## config.mk

```make
export PLATFORM = sky130hd
export DESIGN_NAME = slt_seq_unit
export DESIGN_NICKNAME = d
export VERILOG_FILES = /design/src/rtl/slt_seq_unit.sv
export SDC_FILE = /design/constraint.sdc
export NUM_CORES = 1
export LEC_CHECK = 0
export BUFFER_PORTS_ARGS = -buffer_cell sky130_fd_sc_hd__clkbuf_2
export CAP_MARGIN = 20
export CORE_MARGIN = 1.5
export CORE_UTILIZATION = 55
export DETAILED_ROUTE_END_ITERATION = 8
export PLACE_DENSITY = 0.84
export SYNTH_ARGS = -nofsm -noshare
export SYNTH_HDL_FRONTEND = slang
export SYNTH_SLANG_ARGS = --single-unit
```

## constraint.sdc

```tcl
create_clock -name clk -period 4.2 [get_ports clk]
set_input_delay 0.21 -clock clk [delete_from_list [all_inputs] [get_ports clk]]
set_output_delay 0.21 -clock clk [all_outputs]
set_load 0.05 [all_outputs]
```

## src/rtl/slt_seq_unit.sv

```systemverilog
// Multi-cycle set-less-than unit (SLT/SLTU). It compares the operands MSB-first, DIGIT bits per clock.
// Define SLT_SEQ_CONST_LAT_EN to disable early exit, so every compare takes exactly CHUNKS cycles.
module slt_seq_unit #(
  parameter int WIDTH = 32,
  parameter int DIGIT = 8
) (
  input  logic             clk,
  input  logic             reset,
  input  logic             start,
  input  logic             is_signed,
  input  logic [WIDTH-1:0] value1,
  input  logic [WIDTH-1:0] value2,
  output logic             busy,
  output logic             done,
  output logic [WIDTH-1:0] slt
);

  localparam int CHUNKS = WIDTH / DIGIT;
  localparam int CW     = $clog2(CHUNKS + 1);
  localparam logic [WIDTH-1:0] MSB_MASK = WIDTH'(1) << (WIDTH - 1);

  typedef enum logic {IDLE, COMPARE} state_t;

  state_t           state, state_nx;
  logic [WIDTH-1:0] sa, sb, sa_nx, sb_nx, slt_nx;
  logic [CW-1:0]    count, count_nx;
  logic             done_nx;
  logic [WIDTH-1:0] flip;
  logic [DIGIT-1:0] ta, tb;
  logic             chunk_lt;

  // Flipping the sign bit maps two's-complement order onto unsigned order
  assign flip     = is_signed ? MSB_MASK : '0;
  assign ta       = sa[WIDTH-1 -: DIGIT];
  assign tb       = sb[WIDTH-1 -: DIGIT];
  assign chunk_lt = (ta < tb);
  assign busy     = (state == COMPARE);

`ifdef SLT_SEQ_CONST_LAT_EN
  logic decided, decided_nx, lt_hold, lt_hold_nx;

  always_ff @(posedge clk or posedge reset) begin
    if (reset) begin
      decided <= 1'b0;
      lt_hold <= 1'b0;
    end else begin
      decided <= decided_nx;
      lt_hold <= lt_hold_nx;
    end
  end
`endif

  always_ff @(posedge clk or posedge reset) begin
    if (reset) begin
      state <= IDLE;
      sa    <= '0;
      sb    <= '0;
      count <= '0;
      slt   <= '0;
      done  <= 1'b0;
    end else begin
      state <= state_nx;
      sa    <= sa_nx;
      sb    <= sb_nx;
      count <= count_nx;
      slt   <= slt_nx;
      done  <= done_nx;
    end
  end

  always_comb begin
    state_nx = state;
    sa_nx    = sa;
    sb_nx    = sb;
    count_nx = count;
    slt_nx   = slt;
    done_nx  = 1'b0;
`ifdef SLT_SEQ_CONST_LAT_EN
    decided_nx = decided;
    lt_hold_nx = lt_hold;
`endif
    case (state)
      IDLE: begin
        if (start) begin
          sa_nx    = value1 ^ flip;
          sb_nx    = value2 ^ flip;
          count_nx = CW'(CHUNKS);
          state_nx = COMPARE;
`ifdef SLT_SEQ_CONST_LAT_EN
          decided_nx = 1'b0;
          lt_hold_nx = 1'b0;
`endif
        end
      end
      COMPARE: begin
`ifdef SLT_SEQ_CONST_LAT_EN
        // The first differing chunk wins; later chunks only keep the pipeline timing fixed
        if (count == CW'(1)) begin
          slt_nx   = {WIDTH{decided ? lt_hold : chunk_lt}};
          done_nx  = 1'b1;
          state_nx = IDLE;
        end else begin
          if (!decided && (ta != tb)) begin
            decided_nx = 1'b1;
            lt_hold_nx = chunk_lt;
          end
          sa_nx    = sa << DIGIT;
          sb_nx    = sb << DIGIT;
          count_nx = count - CW'(1);
        end
`else
        if ((ta != tb) || (count == CW'(1))) begin
          slt_nx   = {WIDTH{chunk_lt}};
          done_nx  = 1'b1;
          state_nx = IDLE;
        end else begin
          sa_nx    = sa << DIGIT;
          sb_nx    = sb << DIGIT;
          count_nx = count - CW'(1);
        end
`endif
      end
      default: state_nx = IDLE;
    endcase
  end

endmodule
```

==> results, run 1 <==
- The largest fanout of any net on the critical path is 50.
- The starting density of the core is 56.7%.
- The slew at the pin with the worst max-slew slack is 0.781 ns.
- The worst min-delay path class is input port to flip-flop.
- The setup fix buffers added after clock tree synthesis is 0.
- The wire length of the first global-routing pass is 12.9 mm.
- Clock-pin slew was measured on the worst setup and hold paths at 0.07 ns.
- The number of max-cap violations is 0.
- In the routed design, unresolved DRC markers number 0.
- Dividing the detail-routed wire length by the instance count gives 14.8 um.
- The multi-input combinational cells in the finished layout cover a total of 1390 sq um.
- No sink is reached through more buffers than the 2 on the longest clock path.
- Once layout is done, the placed cells without fillers occupy 4080 sq um.
- The area enclosed by the die boundary is 7000 sq um.
- The area taken by flip-flops and latches is 1750 sq um.
- For this block, the routed nets add up to 7.47 mm of wire.
- The share of power burned in combinational logic is 36.8%.
- Pin placement for this block handled 102 I/O pins.
- In the final layout, the share of cells above drive strength 1 is 38.8%.
- STA puts the critical path data required time at 4.41 ns.
- The flow ran to the end, and the final reports show no timing, DRC or antenna violations.
- The detailed router finished its first iteration with 210 violations.
- The area of the mapped netlist is 3580 sq um.
- The remaining antenna violation count is 0.
- The power density over the cells is 596 nW/um^2.
- The initial antenna violation count is 0.
- STA classifies the critical path endpoint as a flip-flop.
- The via count of the first global-routing pass is 2763.
- The clock buffer count from CTS is 9.
- The fraction of the cycle the final worst path needs is 63.8%.
- The sequential share of the synthesized area is 49.0%.
- The launching element type of the critical path is a flip-flop.
- Clock skew on the completed layout was measured at 0.00678 ns.
- The die is 83.6 um wide.
- The cell area after placement is 3820 sq um.
- After the last flow step, the layout net total stands at 501.
- The worst path in the final design needs a cycle of 2.68 ns, including I/O delays and setup.
- The endpoint arrival time on the critical path is 2.88 ns.
- The initialized floorplan defines 29 standard-cell rows.
- Setup repair after global routing left no endpoint under its margin.
- The dominant synthesized flop cell is sky130_fd_sc_hd__dfrtp_1.
- The final global-route overflow total is 0.
- The number of synthesized flops with an enable pin is 0.
- The die is 83.6 um tall.
- Global routing used 23.0% of the available tracks across all layers.
- The count of H-tree levels built during CTS is 3.
- The cell sitting at the root of the clock tree is a sky130_fd_sc_hd__clkbuf_8.
- The filler cell count in the final layout is 531.
- When the netlist entered floorplanning its net count stood at 440.
- The total internal power is 1.43 mW.
- The number of hold buffers added after CTS was 1.
- TritonCTS built the clock tree.
- The hold violation total from the final report was 0.
- The number of pins with negative max-slew slack in the final report came to 0.
- Routability-driven placement finished with a final weighted congestion of 0.869.
- Across the VDD grid, the largest voltage drop is 0.496 mV.
- The post-synthesis cell count is 362.
- The final setup violation count is 0.
- The relative slew slack is 47.9%.
- The type of the worst setup path is flip-flop to flip-flop.
- The region available for standard cell placement spans 6310 sq um.
- Adding up every negative setup slack in the final design gives 0 ns.
- The HPWL after detailed placement is 4.96 mm.
- The number of inserted diodes is 0.
- The pin count of the biggest net entering global routing is 58.
- The synthesized area per cell is 9.88 sq um.
- Summed over all cells, the static leakage comes to 1.89 nW.
- Clock latency on the worst-skew pair, taken at its later pin, is 0.34 ns.
- The total of warnings raised by yosys is 0.
- The flop and latch count out of synthesis is 70.
- The switching part of the total power is 41.2%.
- The dominant cell type by area after synthesis is sky130_fd_sc_hd__dfrtp_1.
- During placement, the flow inserted port buffers numbering 101.
- The count of cells resized by post-cts repair is 0.
- The fraction of post-synthesis cell area in the top cell type by area is 49.0%.
- The first-pass iteration count of the detailed router is 4.
- The netlist uses 31 different library cells.
- The net switching power is 1.00 mW.
- The sequential power share is 35.6%.
- Detailed routing inserted a total of 2801 vias.
- The upper clock frequency limit is 373 MHz.
- After detailed routing, the number of vias per cell comes to 5.55.
- For this design, the sink count on the clock tree is 70.
- The area overhead of the layout relative to synthesis is 14.0%.
- Yosys attributes the largest share of cell area to sky130_fd_sc_hd__dfrtp_1 (49%), sky130_fd_sc_hd__a21oi_2 (9.5%), sky130_fd_sc_hd__o22ai_1 (8.0%).
- The portion of total power attributed to the clock network is 27.6%.
- In the synthesized netlist the async set-or-reset flop fraction comes to 100%.
==> cells by family (layout without fill, tap and decap cells) <==
logic type      count (synthesis)  count (layout)  synth area share, %
xor+xnor                        3               3                0.735
flops                          70              70                 49.0
simple gates                   89              89                 10.8
compound gates                121             121                 23.5
fa+ha+maj                      10              10                 3.50
buf+inv                        69             135                 12.5
==> routing by layer <==
metal	track usage, %	vias up	part of all wire, %
li1	-	1366	-
met1	31.0	1314	43
met2	36.6	111	48
met3	6.23	10	7.2
met4	7.30	0	1.4
met5	0	-	0
==> registers in the layout (all words and copies together), names as in the netlist <==
name	cells
busy	1
count	3
done	1
sa	32
slt	1
sb	32
==> critical path, cell delays in order (launching register included) <==
cell	delay, ns
sky130_fd_sc_hd__dfrtp_1	0.41
sky130_fd_sc_hd__ha_1	0.31
sky130_fd_sc_hd__and4_2	0.30
sky130_fd_sc_hd__nand4_4	0.62
sky130_fd_sc_hd__buf_4	0.57
sky130_fd_sc_hd__o22ai_1	0.25
sky130_fd_sc_hd__a21oi_2	0.05
==> path summary, 6_finish.rpt <==
check	from	end	slack [ns]	depth (start not counted)
setup reg to reg	sa[28]	sb[21]	1.52	6
max in group asynchronous	reset	sb[17]	2.84	4
min in group asynchronous	reset	sb[8]	0.39	3
hold reg to reg	count[1]	count[1]	0.51	2
setup / recovery	sa[28]	sb[21]	1.52	6
hold / removal	value2[3]	sb[3]	0.07	3
==> cells in the mapped netlist (2+ instances only) <==
library cell,n
sky130_fd_sc_hd__buf_4,31
sky130_fd_sc_hd__nand2_1,37
sky130_fd_sc_hd__a31oi_1,7
sky130_fd_sc_hd__buf_6,7
sky130_fd_sc_hd__a22oi_1,2
sky130_fd_sc_hd__inv_1,13
sky130_fd_sc_hd__dfrtp_1,70
sky130_fd_sc_hd__a21oi_1,3
sky130_fd_sc_hd__nand3_1,2
sky130_fd_sc_hd__nor2_1,40
sky130_fd_sc_hd__nand4_1,2
sky130_fd_sc_hd__a21oi_2,39
sky130_fd_sc_hd__clkbuf_1,2
sky130_fd_sc_hd__o21ai_0,18
sky130_fd_sc_hd__nor2b_1,2
sky130_fd_sc_hd__ha_1,10
sky130_fd_sc_hd__o22ai_1,46
sky130_fd_sc_hd__xor2_1,3
sky130_fd_sc_hd__buf_2,16
==> cell usage in the layout, fill, tap and decap left out, types with 4 or more instances in the layout <==
cell,n
sky130_fd_sc_hd__ha_1,10
sky130_fd_sc_hd__a31oi_1,7
sky130_fd_sc_hd__o22ai_1,46
sky130_fd_sc_hd__o21ai_0,18
sky130_fd_sc_hd__nand2_1,36
sky130_fd_sc_hd__a21oi_2,39
sky130_fd_sc_hd__dfrtp_1,70
sky130_fd_sc_hd__buf_4,4
sky130_fd_sc_hd__inv_1,12
sky130_fd_sc_hd__clkbuf_2,101
sky130_fd_sc_hd__clkbuf_8,11
sky130_fd_sc_hd__nor2_1,40
==> through the flow <==
step / total power, mW / setup slack [ns] / instances / util [%] / hold WS [ns]
floorplan: 1.74 / 2.22 / 362 / - / 0.327
global placement: 1.75 / 1.59 / 488 / 60.5 / 0.206
detailed placement: 1.77 / 1.56 / 488 / 60.5 / 0.213
CTS: 2.44 / 1.54 / 505 / 64.6 / 0.0617
global route: 2.54 / 1.36 / 505 / 64.6 / 0.0686
finish: 2.43 / 1.52 / 505 / 64.6 / 0.0700
==> power by group through the flow <==
stage | clock, mW | combinational, mW | sequential, mW
2_1_floorplan | 0 | 0.859 | 0.878
3_3_place_gp | 0 | 0.880 | 0.870
3_5_place_dp | 0 | 0.892 | 0.878
4_1_cts | 0.679 | 0.898 | 0.866
5_1_grt | 0.709 | 0.946 | 0.881
6_report | 0.672 | 0.895 | 0.866
==> area by class of cell <==
type / count / share of cell area, %
clock buffer: 13 / 3.90
clock inverter: 3 / 2.21
inverter: 13 / 1.20
multi-input combinational: 223 / 34.0
sequential: 70 / 42.9
tap: 77 / 2.36
timing repair buffer: 106 / 13.4
(Power assumes the default switching activity.)
==> inputs of run 2 (changes only) <==
--- a/config.mk
+++ b/config.mk
@@ -8,9 +8,9 @@
 export BUFFER_PORTS_ARGS = -buffer_cell sky130_fd_sc_hd__clkbuf_2
 export CAP_MARGIN = 20
 export CORE_MARGIN = 1.5
-export CORE_UTILIZATION = 55
+export CORE_UTILIZATION = 52
 export DETAILED_ROUTE_END_ITERATION = 8
-export PLACE_DENSITY = 0.84
+export PLACE_DENSITY = 0.8
 export SYNTH_ARGS = -nofsm -noshare
 export SYNTH_HDL_FRONTEND = slang
 export SYNTH_SLANG_ARGS = --single-unit
==> constraint.sdc (replaced) <==
create_clock -name clk -period 2.8 [get_ports clk]
set_input_delay 0.14 -clock clk [delete_from_list [all_inputs] [get_ports clk]]
set_output_delay 0.14 -clock clk [all_outputs]
set_load 0.05 [all_outputs]
==> run 2 against run 1 <==
Compared with the run above: core utilization fell by 1.5 points; fmax rose by 20%; clock skew rose by 0.0032 ns; final area rose by 3.9%; via count rose by 2.8%; clock-buffer cell count fell by 3; first-iteration DRC count fell by 25%; flip-flop and latch count did not move.
==> results, run 2 (synthesis gave the netlist of run 1 again) <==
- The area overhead of the layout relative to synthesis is 18.5%.
- The wire-length estimate of the detail-placed layout is 5.21 mm.
- The worst slack at placement is 0.657 ns.
- The via count of the first global-routing pass is 2806.
- The worst path meets setup with 0.569 ns of slack.
- The slack of the worst reg-to-reg path is 0.57 ns.
- The clock slew at the register clock pins of the worst setup and hold paths is 0.07 ns.
- The repair_antennas step left the layout with diodes totalling 0.
- The total internal power is 2.23 mW.
- The upper clock frequency limit is 448 MHz.
- Once the clock tree was built, the setup fixing pass inserted 0 buffers.
- The nature of the critical path endpoint is a flip-flop.
- Hold repair after CTS inserted 9 buffers.
- The count of port buffers added during placement is 101.
- The overall die width is 85.9 um.
- The area enclosed by the die boundary is 7390 sq um.
- The critical path launch point is sa[29].
- The hold violation total from the final report came to 0.
- The type of the worst setup path is flip-flop to flip-flop.
- The area inside the core boundary is 6720 sq um.
- Global routing consumed, over all layers together, 22.7% of the routing resources.
- Clock tree synthesis selected as its root buffer the cell sky130_fd_sc_hd__clkbuf_8.
- The wire length of the first global-routing pass is 13.2 mm.
- The fraction of the cycle the final worst path needs is 79.7%.
- The count of cells resized by post-cts repair is 0.
- The CTS tree is yes.
- Of the cells placed in the final design, the portion with a size suffix greater than 1 is 39.1%.
- Of the total power, the clock network draws 28.8%.
- The initialized floorplan defines 30 standard-cell rows.
- At the pin with the least slew margin, the transition time is 0.771 ns.
- The number of cells in the finished layout apart from fillers is 520.
- Once the floorplan was initialized, standard cells occupied 53.2% of the core.
- The count of H-tree levels built during CTS is 3.
- The number of max-cap violations is 0.
- The relative slew slack is 48.6%.
- In this run the deepest clock path goes through 2 buffers.
- The detail route stage leaves a number of antenna-violating nets equal to 0.
- The library cell used most frequently in the layout, excluding fill and tap cells, is sky130_fd_sc_hd__clkbuf_2.
- In the final timing run, aggregate negative setup slack is 0 ns.
- VDD sags by at most 0.467 mV.
- The count of vias placed by the detailed router is 2880.
- The final layout contains routed wiring with a total length of 7.93 mm.
- Counting tap cells, the placed design contains a total of 495 instances.
- The number of pins with negative max-slew slack in the final report came to 0.
- The final routed wire length divided by cell count is 15.2 um.
- The post-route standard cell area excluding fillers is 4240 sq um.
- Hold is met by 0.00246 ns.
- The worst min-delay path class is input port to flip-flop.
- The first-pass iteration count of the detailed router is 4.
- Setup repair after global routing left no endpoint under its margin.
- The detailed router finished its first iteration with 157 violations.
- The cell area after placement is 3880 sq um.
- Between clock sinks in the finished design, the worst skew comes to 0.0100 ns.
- The net count of the finished layout is 513.
- The share of power burned in combinational logic is 36.6%.
- Cells fill 63.1% of the core in the end.
- Summed over all nets, the switching power comes to 1.53 mW.
- For this run the aggregate overflow at the end of global routing stands at 0.
- Setup violations remaining at the end of the flow were counted as 0.
- The flow ran to the end, and the final reports show no timing, DRC or antenna violations.
- The largest fanout of any net on the critical path is 49.
- The worst-skew pair later-pin latency is 0.34 ns.
- Registers are responsible for 34.6% of the overall power.
- Power spread over the standard cell area amounts to 885 nW/um^2.
- The initial antenna violation count is 0.
- The worst register-to-register path begins at sa[29].
- The pin count of the biggest net entering global routing is 50.
- The clock net in this run drives a total of 70 sinks.
- The largest registers in the layout are sa (32), sb (32), count (3).
- In the routed design, unresolved DRC markers number 0.
- The routability congestion estimate is 0.831.
- Counting I/O delays and the setup requirement, the final critical path takes 2.23 ns.
- The switching part of the total power is 40.7%.
- The average vias per placed instance is 5.54.
- The total design power is 3.75 mW.
- The data required time at the worst endpoint is 3.05 ns.
- The die is 85.9 um tall.
- The clock buffer count from CTS is 9.
- The worst hold path begins at value1[2].
- In the layout the commonest cells are sky130_fd_sc_hd__clkbuf_2 (101), sky130_fd_sc_hd__dfrtp_1 (70), sky130_fd_sc_hd__o22ai_1 (46).
- In this run the count of I/O pins placed on the die edge is 102.
- The leakage power total is 1.96 nW.
- The endpoint arrival time on the critical path is 2.48 ns.
- The launching element type of the critical path is a flip-flop.
-- run 2: cell types whose count changed in the layout (fill, tap and decap cells not counted), sizes merged --
cell,delta
buf,+4
bufinv,+1
clkbuf,-3
clkinv,+1
clkinvlp,+1
dlygate4sd3,+8
-- run 2: path summary, 6_finish.rpt --
path                            endpoint  depth (start not counted)
max in group asynchronous         sa[30]                          4
worst max-delay path              sb[27]                          6
min in group asynchronous          sb[1]                          3
worst max register to register    sb[27]                          6
worst min-delay path               sa[2]                          3
worst min register to register    sa[24]                          2
-- run 2: critical path: stages, from the launching register on --
cell and delay (ns):
sky130_fd_sc_hd__dfrtp_1 0.39, sky130_fd_sc_hd__ha_1 0.34, sky130_fd_sc_hd__and4_2 0.29, sky130_fd_sc_hd__nand4_4 0.18, sky130_fd_sc_hd__buf_4 0.51, sky130_fd_sc_hd__o22ai_1 0.21, sky130_fd_sc_hd__a31oi_1 0.21
-- run 2: layout make-up --
class / count / area [sq um]
clock inverter: 6 / 133
fill: 518 / 2480
inverter: 13 / 48.8
multi-input combinational: 223 / 1390
tap: 80 / 100
clock buffer: 10 / 138
timing repair buffer: 118 / 681
sequential: 70 / 1750
-- run 2: routing by layer --
layer | global-route usage [%] | part of all wire [%] | vias to the layer above
li1 | - | - | 1386
met1 | 31.2 | 44 | 1384
met2 | 36.9 | 48 | 102
met3 | 5.00 | 6.3 | 8
met4 | 5.57 | 0.82 | 0
met5 | 0 | 0 | -
-- run 2: power by group through the flow --
stage | clock [mW] | combinational (mW) | sequential [mW]
6_report | 1.08 | 1.37 | 1.30
5_1_grt | 1.13 | 1.46 | 1.32
4_1_cts | 1.09 | 1.37 | 1.30
3_5_place_dp | 0 | 1.36 | 1.32
3_3_place_gp | 0 | 1.33 | 1.31
2_1_floorplan | 0 | 1.29 | 1.32
==> inputs of run 3 (changes only) <==
--- a/config.mk
+++ b/config.mk
@@ -8,9 +8,9 @@
 export BUFFER_PORTS_ARGS = -buffer_cell sky130_fd_sc_hd__clkbuf_2
 export CAP_MARGIN = 20
 export CORE_MARGIN = 1.5
-export CORE_UTILIZATION = 52
+export CORE_UTILIZATION = 47
 export DETAILED_ROUTE_END_ITERATION = 8
-export PLACE_DENSITY = 0.8
+export PLACE_DENSITY = 0.76
 export SYNTH_ARGS = -nofsm -noshare
 export SYNTH_HDL_FRONTEND = slang
 export SYNTH_SLANG_ARGS = --single-unit
==> constraint.sdc (replaced) <==
create_clock -name clk -period 1.83 [get_ports clk]
set_input_delay 0.0915 -clock clk [delete_from_list [all_inputs] [get_ports clk]]
set_output_delay 0.0915 -clock clk [all_outputs]
set_load 0.05 [all_outputs]
==> run 3 against run 2 <==
Compared with the run above: the run now ends with negative setup slack left; hold slack better by 0.027 ns; worst setup slack got worse by 0.57 ns; flip-flop and latch count stayed put; highest routed layer unchanged.
==> results, run 3 (synthesis gave the netlist of run 1 again) <==
- The clock slew at the register clock pins of the worst setup and hold paths is 0.08 ns.
- Dividing total power by cell area gives a power density of 1180 nW/um^2.
- The average vias per placed instance is 5.44.
- The origin of the critical flop-to-flop path is sa[30].
- After detailed routing, the total wire length is 8.86 mm.
- The wire length of the first global-routing pass is 13.4 mm.
- The number of inserted diodes is 0.
- Once the floorplan was initialized, standard cells occupied 49.1% of the core.
- The hold violation total from the final report came to 0.
- The end of the worst register-to-register path is sa[15].
- The final net count is 528.
- The flow ran to the end, but the final reports show violations.
- Relative to the synthesized area, the layout overhead comes to 28.7%.
- Setup repair after global routing could not meet its margin everywhere.
- Row generation in the floorplan step produced 31 rows.
- The worst-skew pair later-pin latency is 0.35 ns.
- The type of the worst setup path is flip-flop to flip-flop.
- Walking the worst path, the cells encountered are ha_1 > and4_4 > nand4_4 > buf_12 > clkbuf_16 > o22ai_1 > a21oi_2.
- In this design, the stage delay of the slowest critical-path cell is 0.41 ns.
- The critical path crosses 7 cells after its start point.
- Leaving out fill and tap cells, the most frequent cell in the layout is sky130_fd_sc_hd__clkbuf_2.
- Entering global routing, the biggest net connects 58 pins.
- Counting cells, the worst reg-to-reg path comes to 7.
- The floorplan step set the die width to 90.2 um.
- The via count of the first global-routing pass is 2832.
- The violation count after the first detailed-routing iteration is 181.
- In the routed design, unresolved DRC markers number 0.
- The placed wire-length estimate is 5.11 mm.
- The share of post-route cells with drive strength above 1 is 43.3%.
- TritonCTS created 9 clock buffers.
- On the final layout, the worst clock skew is 0.00833 ns.
- The most critical setup path has its startpoint at sa[30].
- Overall power consumption after layout is estimated at 5.42 mW.
- The final setup violation count is 1.
- The first-pass iteration count of the detailed router is 4.
- The number of pins with negative max-slew slack in the final report was 0.
- The critical path contains buffers and inverters numbering 2 combined.
- After global routing the overflow that remains totals 0.
- The final setup slack of the worst path is -0.00130 ns.
- TritonCTS built the clock tree.
- The count of port buffers added during placement is 101.
- The count of vias placed by the detailed router is 3016.
- Max-cap violations in this run came to 0.
- The remaining antenna violation count is 0.
- The startpoint identified for the worst hold timing path is value1[22].
- The root buffer cell chosen for the clock tree is sky130_fd_sc_hd__clkbuf_8.
- In this design, the largest share of critical-path delay is due to flip-flops.
- The total routing usage reported by global routing is 20.8%.
- Adding up every negative setup slack in the final design gives -0.00130 ns.
- The endpoint arrival time on the critical path is 2.07 ns.
- The checks that failed: negative setup slack.
- The die is 90.2 um tall.
- Leaving out fill and tap cells, the most frequent cells in the layout are sky130_fd_sc_hd__clkbuf_2 (101), sky130_fd_sc_hd__dfrtp_1 (70), sky130_fd_sc_hd__nor2_1 (40).
- After routing the design area is 4600 sq um.
- The core region is 7290 sq um.
- The initial antenna violation count is 0.
- The slack of the worst reg-to-reg path is -0.001 ns.
- The maximum vdd drop is 0.544 mV.
- The maximum number of buffers from clock root to sink is 2.
- The fraction of the cycle the final worst path needs is 100%.
- The upper clock frequency limit is 546 MHz.
- The worst min-delay path class is input port to flip-flop.
- The cell at the slowest stage of the critical path is sky130_fd_sc_hd__dfrtp_1.
- Routability-driven placement finished with a final weighted congestion of 0.777.
- In the final routed layout, each cell accounts on average for 16.0 um.
- The end point of the critical path is sa[15].
- STA classifies the critical path endpoint as a flip-flop.
- The cell area after placement is 3960 sq um.
- In this run the number of H-tree levels came out at 3.
- The largest registers in the layout are sa (32), sb (32), count (3).
- The slew at the pin with the worst max-slew slack is 0.488 ns.
- The data required time at the worst endpoint is 2.07 ns.
- In this run the worst path has a maximum fanout of 12.
- The launching element type of the critical path is a flip-flop.
- Summed over all cells, the static leakage comes to 2.09 nW.
- The final critical-path required period is 1.83 ns.
- In this run the tightest slew margin relative to its limit is 67.4%.
- 102 I/O pins were placed.
- The clock net in this run drives a total of 70 sinks.
- The die covers 8140 sq um.
==> run 3: cell types whose count changed in the layout (fill, tap and decap cells not counted), sizes merged <==
cell,change
buf,+2
bufinv,-3
clkbuf,+4
clkinv,+3
clkinvlp,+1
dlygate4sd3,+8
==> run 3: how the worst min path moves through the flow <==
stage | slack, ns | endpoint | cells past startpoint
after CTS | 0.02 | sa[28] | 3
final | 0.03 | sa[22] | 3
after global placement | 0.13 | sb[1] | 2
after global routing | 0.03 | sb[9] | 3
after floorplan | 0.21 | sa[0] | 2
after detailed placement | 0.13 | sb[1] | 2
==> run 3: stage by stage <==
stage	util, %	instances	setup WS [ns]	hold slack (ns)
2_1_floorplan	-	362	0.210	0.208
3_3_place_gp	54.3	514	-0.0210	0.127
3_5_place_dp	54.3	514	-0.0205	0.131
4_1_cts	59.4	547	0.0169	0.0180
5_1_grt	63.1	554	-0.0349	0.0301
6_report	63.1	554	-0.00130	0.0298
==> run 3: area by class of cell <==
cell class	instances	area, sq um
fill	634	2690
sequential	70	1750
multi-input combinational	223	1510
timing repair buffer	133	967
clock buffer	9	124
tap	99	124
clock inverter	7	73.8
inverter	13	52.6
==> run 3: layer usage <==
metal	part of all wire [%]	wire length, um	track usage, %	up-vias
met5	0	0	0	-
met4	1.5	131	5.82	0
met3	6.9	615	6.18	15
met2	49	4330	34.5	136
met1	43	3790	26.3	1451
li1	-	-	-	1414
==> run 3: repair_timing <==
action	in CTS	in global routing
gates cloned	0	5
gates resized for setup	1	19
endpoints found under the setup margin	1	39
hold buffers	17	0
endpoints found under the hold margin	36	0
setup buffers	0	2
pin swaps	0	1
==> run 3: where the power goes <==
group	switching [mW]	total (mW)	leakage, nW	internal [mW]
combinational	1.64	2.24	1.19	0.598
sequential	0.150	1.94	0.801	1.79
clock	0.608	1.24	0.0996	0.633
total	2.40	5.42	2.09	3.02
==> run 3: worst register-to-register path, cell delays in order, from the launching register on <==
cell,delay (ns)
sky130_fd_sc_hd__dfrtp_1,0.41
sky130_fd_sc_hd__ha_1,0.32
sky130_fd_sc_hd__and4_4,0.26
sky130_fd_sc_hd__nand4_4,0.13
sky130_fd_sc_hd__buf_12,0.18
sky130_fd_sc_hd__clkbuf_16,0.17
sky130_fd_sc_hd__o22ai_1,0.20
sky130_fd_sc_hd__a21oi_2,0.05
